<file path="src/rtl/alu_driver.sv">
// Multicycle ALU initiator: decodes an RV32I request, drives the ALU for one cycle, returns the result.
// Build option: define ALU_DRIVER_BRANCH_EN to accept conditional branches (opcode 1100011).
module alu_driver (
  input  logic        clk,
  input  logic        rst,
  input  logic        req_valid,
  output logic        req_ready,
  input  logic [6:0]  req_opcode,
  input  logic [2:0]  req_funct3,
  input  logic        req_funct7_5,
  input  logic [31:0] req_rs1,
  input  logic [31:0] req_rs2,
  input  logic [31:0] req_imm,
  output logic [31:0] alu_operand_a,
  output logic [31:0] alu_operand_b,
  output logic [3:0]  alu_control,
  input  logic [31:0] alu_result,
  input  logic        alu_zero,
  output logic        rsp_valid,
  input  logic        rsp_ready,
  output logic [31:0] rsp_result,
  output logic        rsp_zero,
  output logic        rsp_taken,
  output logic        rsp_illegal,
  output logic [1:0]  dbg_state
);

  // Handshakes: a transfer happens on a rising edge where valid and ready are both
  // high; valid never depends on ready, and ready is only high in IDLE out of reset.

  localparam logic [1:0] IDLE = 2'd0;
  localparam logic [1:0] EXEC = 2'd1;
  localparam logic [1:0] RESP = 2'd2;

  localparam logic [6:0] OP_R = 7'b0110011;
  localparam logic [6:0] OP_I = 7'b0010011;
`ifdef ALU_DRIVER_BRANCH_EN
  localparam logic [6:0] OP_B = 7'b1100011;
`endif

  localparam logic [3:0] C_ADD  = 4'b0000;
  localparam logic [3:0] C_SUB  = 4'b0001;
  localparam logic [3:0] C_AND  = 4'b0010;
  localparam logic [3:0] C_OR   = 4'b0011;
  localparam logic [3:0] C_XOR  = 4'b0100;
  localparam logic [3:0] C_SLL  = 4'b0101;
  localparam logic [3:0] C_SRL  = 4'b0110;
  localparam logic [3:0] C_SRA  = 4'b0111;
  localparam logic [3:0] C_SLT  = 4'b1000;
  localparam logic [3:0] C_SLTU = 4'b1001;
  localparam logic [3:0] C_ILL  = 4'b1111;

  logic [1:0]  state;
  logic [3:0]  dec_control;
  logic [31:0] dec_b;
  logic        dec_illegal;
  logic        illegal_q;
`ifdef ALU_DRIVER_BRANCH_EN
  logic        dec_branch;
  logic        dec_take_on_zero;
  logic        branch_q;
  logic        take_on_zero_q;
`endif

  assign req_ready = (state == IDLE) && !rst;
  assign rsp_valid = (state == RESP);
  assign dbg_state = state;

  always_comb begin
    dec_control = C_ILL;
    dec_b       = req_rs2;
    dec_illegal = 1'b1;
`ifdef ALU_DRIVER_BRANCH_EN
    dec_branch       = 1'b0;
    dec_take_on_zero = 1'b0;
`endif
    case (req_opcode)
      OP_R, OP_I: begin
        dec_illegal = 1'b0;
        dec_b       = (req_opcode == OP_I) ? req_imm : req_rs2;
        case (req_funct3)
          3'b000:  dec_control = (req_funct7_5 && req_opcode == OP_R) ? C_SUB : C_ADD;
          3'b001:  dec_control = C_SLL;
          3'b010:  dec_control = C_SLT;
          3'b011:  dec_control = C_SLTU;
          3'b100:  dec_control = C_XOR;
          3'b101:  dec_control = req_funct7_5 ? C_SRA : C_SRL;
          3'b110:  dec_control = C_OR;
          default: dec_control = C_AND;
        endcase
      end
`ifdef ALU_DRIVER_BRANCH_EN
      // Every branch compare lands on the zero flag: SUB for equality, SLT/SLTU for ordering.
      OP_B: begin
        dec_b = req_rs2;
        if (req_funct3[2:1] != 2'b01) begin
          dec_illegal      = 1'b0;
          dec_branch       = 1'b1;
          dec_take_on_zero = req_funct3[2] ? req_funct3[0] : !req_funct3[0];
          case (req_funct3[2:1])
            2'b00:   dec_control = C_SUB;
            2'b10:   dec_control = C_SLT;
            default: dec_control = C_SLTU;
          endcase
        end
      end
`endif
      default: ;
    endcase
  end

  always_ff @(posedge clk or posedge rst) begin
    if (rst) begin
      state         <= IDLE;
      alu_operand_a <= '0;
      alu_operand_b <= '0;
      alu_control   <= 4'b0000;
      illegal_q     <= 1'b0;
      rsp_result    <= '0;
      rsp_zero      <= 1'b0;
      rsp_taken     <= 1'b0;
      rsp_illegal   <= 1'b0;
`ifdef ALU_DRIVER_BRANCH_EN
      branch_q       <= 1'b0;
      take_on_zero_q <= 1'b0;
`endif
    end else begin
      case (state)
        IDLE: begin
          if (req_valid) begin
            alu_operand_a <= req_rs1;
            alu_operand_b <= dec_b;
            alu_control   <= dec_control;
            illegal_q     <= dec_illegal;
`ifdef ALU_DRIVER_BRANCH_EN
            branch_q       <= dec_branch;
            take_on_zero_q <= dec_take_on_zero;
`endif
            state <= EXEC;
          end
        end
        EXEC: begin
          rsp_result  <= illegal_q ? 32'd0 : alu_result;
          rsp_zero    <= illegal_q ? 1'b1 : alu_zero;
          rsp_illegal <= illegal_q;
`ifdef ALU_DRIVER_BRANCH_EN
          rsp_taken   <= branch_q && (take_on_zero_q ? alu_zero : !alu_zero);
`else
          rsp_taken   <= 1'b0;
`endif
          state <= RESP;
        end
        RESP: begin
          if (rsp_ready) state <= IDLE;
        end
        default: state <= IDLE;
      endcase
    end
  end

endmodule

</file>
<file path="config.mk">
export PLATFORM = sky130hd
export DESIGN_NAME = alu_driver
export DESIGN_NICKNAME = d
export VERILOG_FILES = /design/src/rtl/alu_driver.sv
export SDC_FILE = /design/constraint.sdc
export NUM_CORES = 1
export LEC_CHECK = 0
export ABC_AREA = 1
export BUFFER_PORTS_ARGS = -buffer_cell sky130_fd_sc_hd__buf_2
export CAP_MARGIN = 10
export CORE_ASPECT_RATIO = 1.2
export CORE_MARGIN = 2
export CORE_UTILIZATION = 44
export DETAILED_ROUTE_END_ITERATION = 10
export PLACE_DENSITY = 0.8
export SLEW_MARGIN = 20
export SYNTH_ARGS = -nofsm -noshare
export SYNTH_HDL_FRONTEND = slang
export SYNTH_SLANG_ARGS = --single-unit
</file>
<file path="constraint.sdc">
create_clock -name clk -period 3.79 [get_ports clk]
set_input_delay 0.758 -clock clk [delete_from_list [all_inputs] [get_ports clk]]
set_output_delay 0.758 -clock clk [all_outputs]
set_load 0.02 [all_outputs]
</file>
== Word level (Yosys, flattened, before mapping) ==
Index checks and enable logic that the tools add are counted.

* Muxes and demuxes: 12
* Eq/ne operators: 12
* Reductions and logical operators: 8

{| class="wikitable"
|+ Operators with widths
! cell !! count
|-
| 32-bit two-way mux || 3
|-
| 4-bit case mux with 7 select lines || 1
|-
| 3-bit == test (second input constant) || 3
|-
| 7-bit by 5-bit == test with 1-bit output (second input constant) || 1
|-
| 7-bit by 6-bit == test with 1-bit output (second input constant) || 1
|-
| 3-bit by 2-bit == test with 1-bit output (second input constant) || 2
|-
| 2-bit case mux with 3 select lines || 1
|-
| 1-bit two-way mux || 4
|-
| 2-bit two-way mux || 2
|-
| 4-bit two-way mux || 1
|-
| 2-bit AND reduction || 2
|-
| 3-bit by 1-bit == test with 1-bit output (second input constant) || 1
|-
| 3-bit zero test || 1
|-
| 2-bit by 1-bit == test with 1-bit output (second input constant) || 1
|-
| 2-bit == test (second input constant) || 1
|-
| 1-bit logical AND || 2
|-
| 2-bit zero test || 1
|-
| 2-bit by 1-bit inequality test with 1-bit output (second input constant) || 1
|-
| 2-bit inequality test (second input constant) || 1
|-
| 2-bit OR reduction || 1
|-
| 1-bit zero test || 1
|}

* Output and inout bits: 107
* Register bits after elaboration: 105
* Word-level logic and storage cells: 40
* Input bits: 144

== Depth between registers and ports, before layout ==
* Depth in word-level cells: 5
* Gate-level depth with buffers: 7
* Gate-level depth less buffers: 7

== Least setup slack after synthesis ==
Ideal clock, no wire load.

* Path kind: in2out
* Start point: input rst
* End point: output req_ready
* Data arrival time: 1.213 ns
* Slack: 1.819 ns
* Required time: 3.032 ns
* Cell stages on the path: 1
* Path through: nor3_1

* Cells in the longest elaborated chain, start to end: 2

{| class="wikitable"
|+ RTL lines
! item !! RTL line !! source
|-
| start: declaration || 5 || <nowiki>input logic rst,</nowiki>
|-
| 1-bit zero test (no line) || - ||
|-
| 1-bit logical AND || 65 || <nowiki>assign req_ready = (state == IDLE) && !rst;</nowiki>
|-
| end: declaration || 7 || <nowiki>output logic req_ready,</nowiki>
|}

Every way passes these cells.

== Final worst setup path ==
* Start point: input req_opcode[5]
* End point: register alu_operand_b[7]

* Cells in the longest elaborated chain, start to end: 3

{| class="wikitable"
|+ RTL lines
! item !! RTL line !! source
|-
| start: declaration || 8 || <nowiki>input logic [6:0] req_opcode,</nowiki>
|-
| 7-bit by 5-bit == test with 1-bit output / 7-bit by 6-bit == test with 1-bit output (equally long branches) || 77, 80 ||
|-
| 32-bit two-way mux / 2-bit OR reduction (equally long branches) || 80, 77 ||
|-
| 32-bit two-way mux * || 77 || <nowiki>case (req_opcode)</nowiki>
|-
| end signal: assignment || 116 || <nowiki>alu_operand_b <= '0;</nowiki>
|-
| end signal: assignment || 132 || <nowiki>alu_operand_b <= dec_b;</nowiki>
|-
| end: declaration || 15 || <nowiki>output logic [31:0] alu_operand_b,</nowiki>
|}

Mark *: on every way between the ends. The rest lies on a longest branch, timed or not.
A chain may end at the register's enable or synchronous reset.

==> run_results.csv <==
group,metric,value,unit
yosys,yosysMostFrequentCell,"nand2_1",
die,die_w,94.8,um
clocking,cts_buffers,9,
die,die_h,113,um
yosys,syn_area_per_cell,9.69,um2
power_and_ir_drop,p_switching,0.00203,W
global_route,grt_pass1_vias,4142,
placement,dp_hpwl,8890,um
power_and_ir_drop,power_frac_comb,0.430,
clocking,ctsHtreeMaxLevel,3,
yosys,synth_area_leader_cell,"dfrtp_1",
clocking,cts-root-buf,"clkbuf_16",
worst_setup_path,path_class,"input port to flop",
power_and_ir_drop,cellLeakagePower,3.16,nW
placement,place_ws,1.47,ns
sta,finalWorstSetupSlack,1.79,ns
die,io-pin-count,251,
power_and_ir_drop,seqPwrFrac,0.393,
die,core.rowCount,39,
yosys,synth_edf_count,0,
placement,routabilityCongestion,0.908,
global_route,grt_max_degree,70,
clocking,cts_hold_buf,0,
yosys,netlist-cell-type-count,20,
drt,wire_per_inst,15.1,um
global_route,grt_usage,0.222,
clocking,cts_resized,0,
run_status,outcome,"finished, final reports clean",
sta,hold_ws,0.475,ns
yosys,synth_seq_cells,105,
global_route,grt_pass1_wl,18900,um
yosys,yosysSeqAreaShare,0.604,
sta,skew,0.00718,ns
clocking,clockBufferDepth,2,
die,initial_core_util,0.455,
drt,drt_iter0_markers,184,
die,core_area,9560,um2
sta,fmax,0.499,GHz
worst_setup_path,cp-startpoint,"req_opcode[5]",
clocking,cts.sinks,105,
drt,dr_total_vias,4168,
drt,antenna_left,0,
drt,drc_errors,0,
worst_setup_path,critPathCaptureType,"flop",
worst_setup_path,required,4.00,ns
power_and_ir_drop,p_clk_frac,0.177,
run,maxCapViolCount,0,
global_route,overflow,0,
worst_setup_path,timing.rr.start,"dbg_state[1]",
power_and_ir_drop,irDropWorstVdd,0.000414,V
sta,period_share,0.529,
power_and_ir_drop,p_per_area,816,nW/um2
yosys,synthCells,449,
yosys,synthTopCellsByCount,"nand2_1 (115), dfrtp_1 (105), a21oi_1 (66)",
final_layout,area_growth_syn_to_layout,34.9,%
worst_setup_path,worstPathArrival,2.22,ns
clocking,cts_tree,"yes",
sta,min_period,2.00,ns
sta,drv_slew,0,
final_layout,fillCellCount,844,
drt,firstDrtPassIters,4,
sta,finalHoldViolCount,0,
sta,fin_setup_tns,0,ns
global_route,antenna_found_initial,0,
sta,rsz0062_at_grt,"false",
clocking,clk_latency,0.33,ns
die,die_area,10700,um2
clocking,cts_setup_buffers,0,
sta,worstMarginPinSlew,1.01,ns
min_path,hold_class,"input port to asynchronous set/reset pin",
yosys,async_flop_share,1.00,
power_and_ir_drop,power,0.00479,W
yosys,synth_area_leaders,"dfrtp_1 (60%), nand2_1 (9.9%), a21oi_1 (7.6%), a22o_1 (6.4%), nand3_1 (4.0%)",
worst_setup_path,cp_max_fo,34,
drt,wl,12300,um
power_and_ir_drop,swShare,0.424,
yosys,ys.flop_type,"dfrtp_1",
drt,via_per_inst,5.13,
final_layout,drive_gt1_frac,0.407,
final_layout,diodes,0,
yosys,synth_area,4350,um2
yosys,synth_top_area_share,0.604,
worst_setup_path,cp-start-kind,"input port",
sta,finalSetupViolations,0,
yosys,ys_warn_count,0,
final_layout,finalNetCount,829,
yosys,syn_nets,593,
power_and_ir_drop,p_int,0.00276,W
clocking,clk_pin_slew,0.07,ns
placement,port_buffers,249,
sta,relSlewSlack,0.328,
[sequential cells by signal, summed over array words and instances (netlist names)]
| name | count |
|---|---|
| alu_control | 4 |
| rsp_illegal | 1 |
| alu_operand_a | 32 |
| dbg_state | 2 |
| rsp_zero | 1 |
| rsp_result | 32 |
| alu_operand_b | 32 |
| illegal_q | 1 |
[worst max-delay path: stages]
cell,delay (ns)
buf_2,0.10
inv_1,0.04
nand2_1,0.07
nor2_4,0.08
buf_4,0.33
nand2_2,0.45
a21oi_1,0.28
a21oi_1,0.09
[cells in the final DEF (no fill, tap or decap)]
master,count
clkbuf_8,1
buf_2,249
nand2_2,1
inv_1,8
nand2_1,115
inv_4,1
nor2_4,3
clkinv_4,1
nor3_1,1
clkbuf_1,1
buf_4,6
clkbuf_16,9
nand3_2,1
inv_2,4
o21ai_0,4
a22o_1,32
nor2_1,39
dfrtp_1,105
conb_1,1
clkinv_2,3
o211ai_1,1
nand3_1,35
a21oi_1,66
o21ai_1,1
nor2_8,1
clkinvlp_4,1
[area by class of cell]
cell class                      count  area, um2  share of cell area
Clock inverter                      5       31.3             0.00533
Clock buffer                       11        243              0.0413
Timing Repair Buffer              255       1290               0.220
Inverter                           13       51.3             0.00873
Multi-Input combinational cell    301       1480               0.251
Tap cell                          123        154              0.0262
Sequential cell                   105       2630               0.447
[power groups by stage]
stage	Clock [W]	Sequential (W)	Combinational [W]
floorplan	0	0.00245	0.000772
global placement	0	0.00187	0.00203
detailed placement	0	0.00189	0.00208
CTS	0.000869	0.00188	0.00208
global route	0.000921	0.00193	0.00224
finish	0.000848	0.00188	0.00206
[per-layer routing]
| layer | part of all wire | routed length (um) | global-route usage |
|---|---|---|---|
| met1 | 0.39 | 4860 | 0.274 |
| met3 | 0.065 | 796 | 0.0353 |
| met4 | 0.033 | 408 | 0.112 |
| met5 | 0 | 0 | 0 |
| met2 | 0.51 | 6240 | 0.376 |
[kinds of logic (layout without fill, tap and decap cells)]
| kind of cell | Yosys count | after routing | share of synthesized area |
|---|---|---|---|
| compound gates | 104 | 104 | 0.148 |
| flops | 105 | 105 | 0.604 |
| simple gates | 196 | 196 | 0.190 |
| buf+inv | 43 | 284 | 0.0575 |
| other cells | 1 | 1 | 0.000861 |
[metrics by stage]
stage	instance area [um2]	cells	utilization
6_report	5870	813	0.614
5_1_grt	5870	813	0.614
4_1_cts	5870	813	0.614
3_5_place_dp	5600	797	0.585
3_3_place_gp	5600	797	0.585
2_1_floorplan	4350	449	-
[worst paths after layout]
check,endpoint,slack (ns),cells after the start
hold / removal,rsp_result[17],0.48,2
hold reg to reg,rsp_zero,0.48,2
setup reg to reg,alu_operand_b[28],1.81,6
setup / recovery,alu_operand_b[7],1.79,8
min in group clk,rsp_zero,0.48,2
max in group asynchronous,alu_operand_b[15],2.48,3
Note: power is estimated with default switching activity, not from simulation.
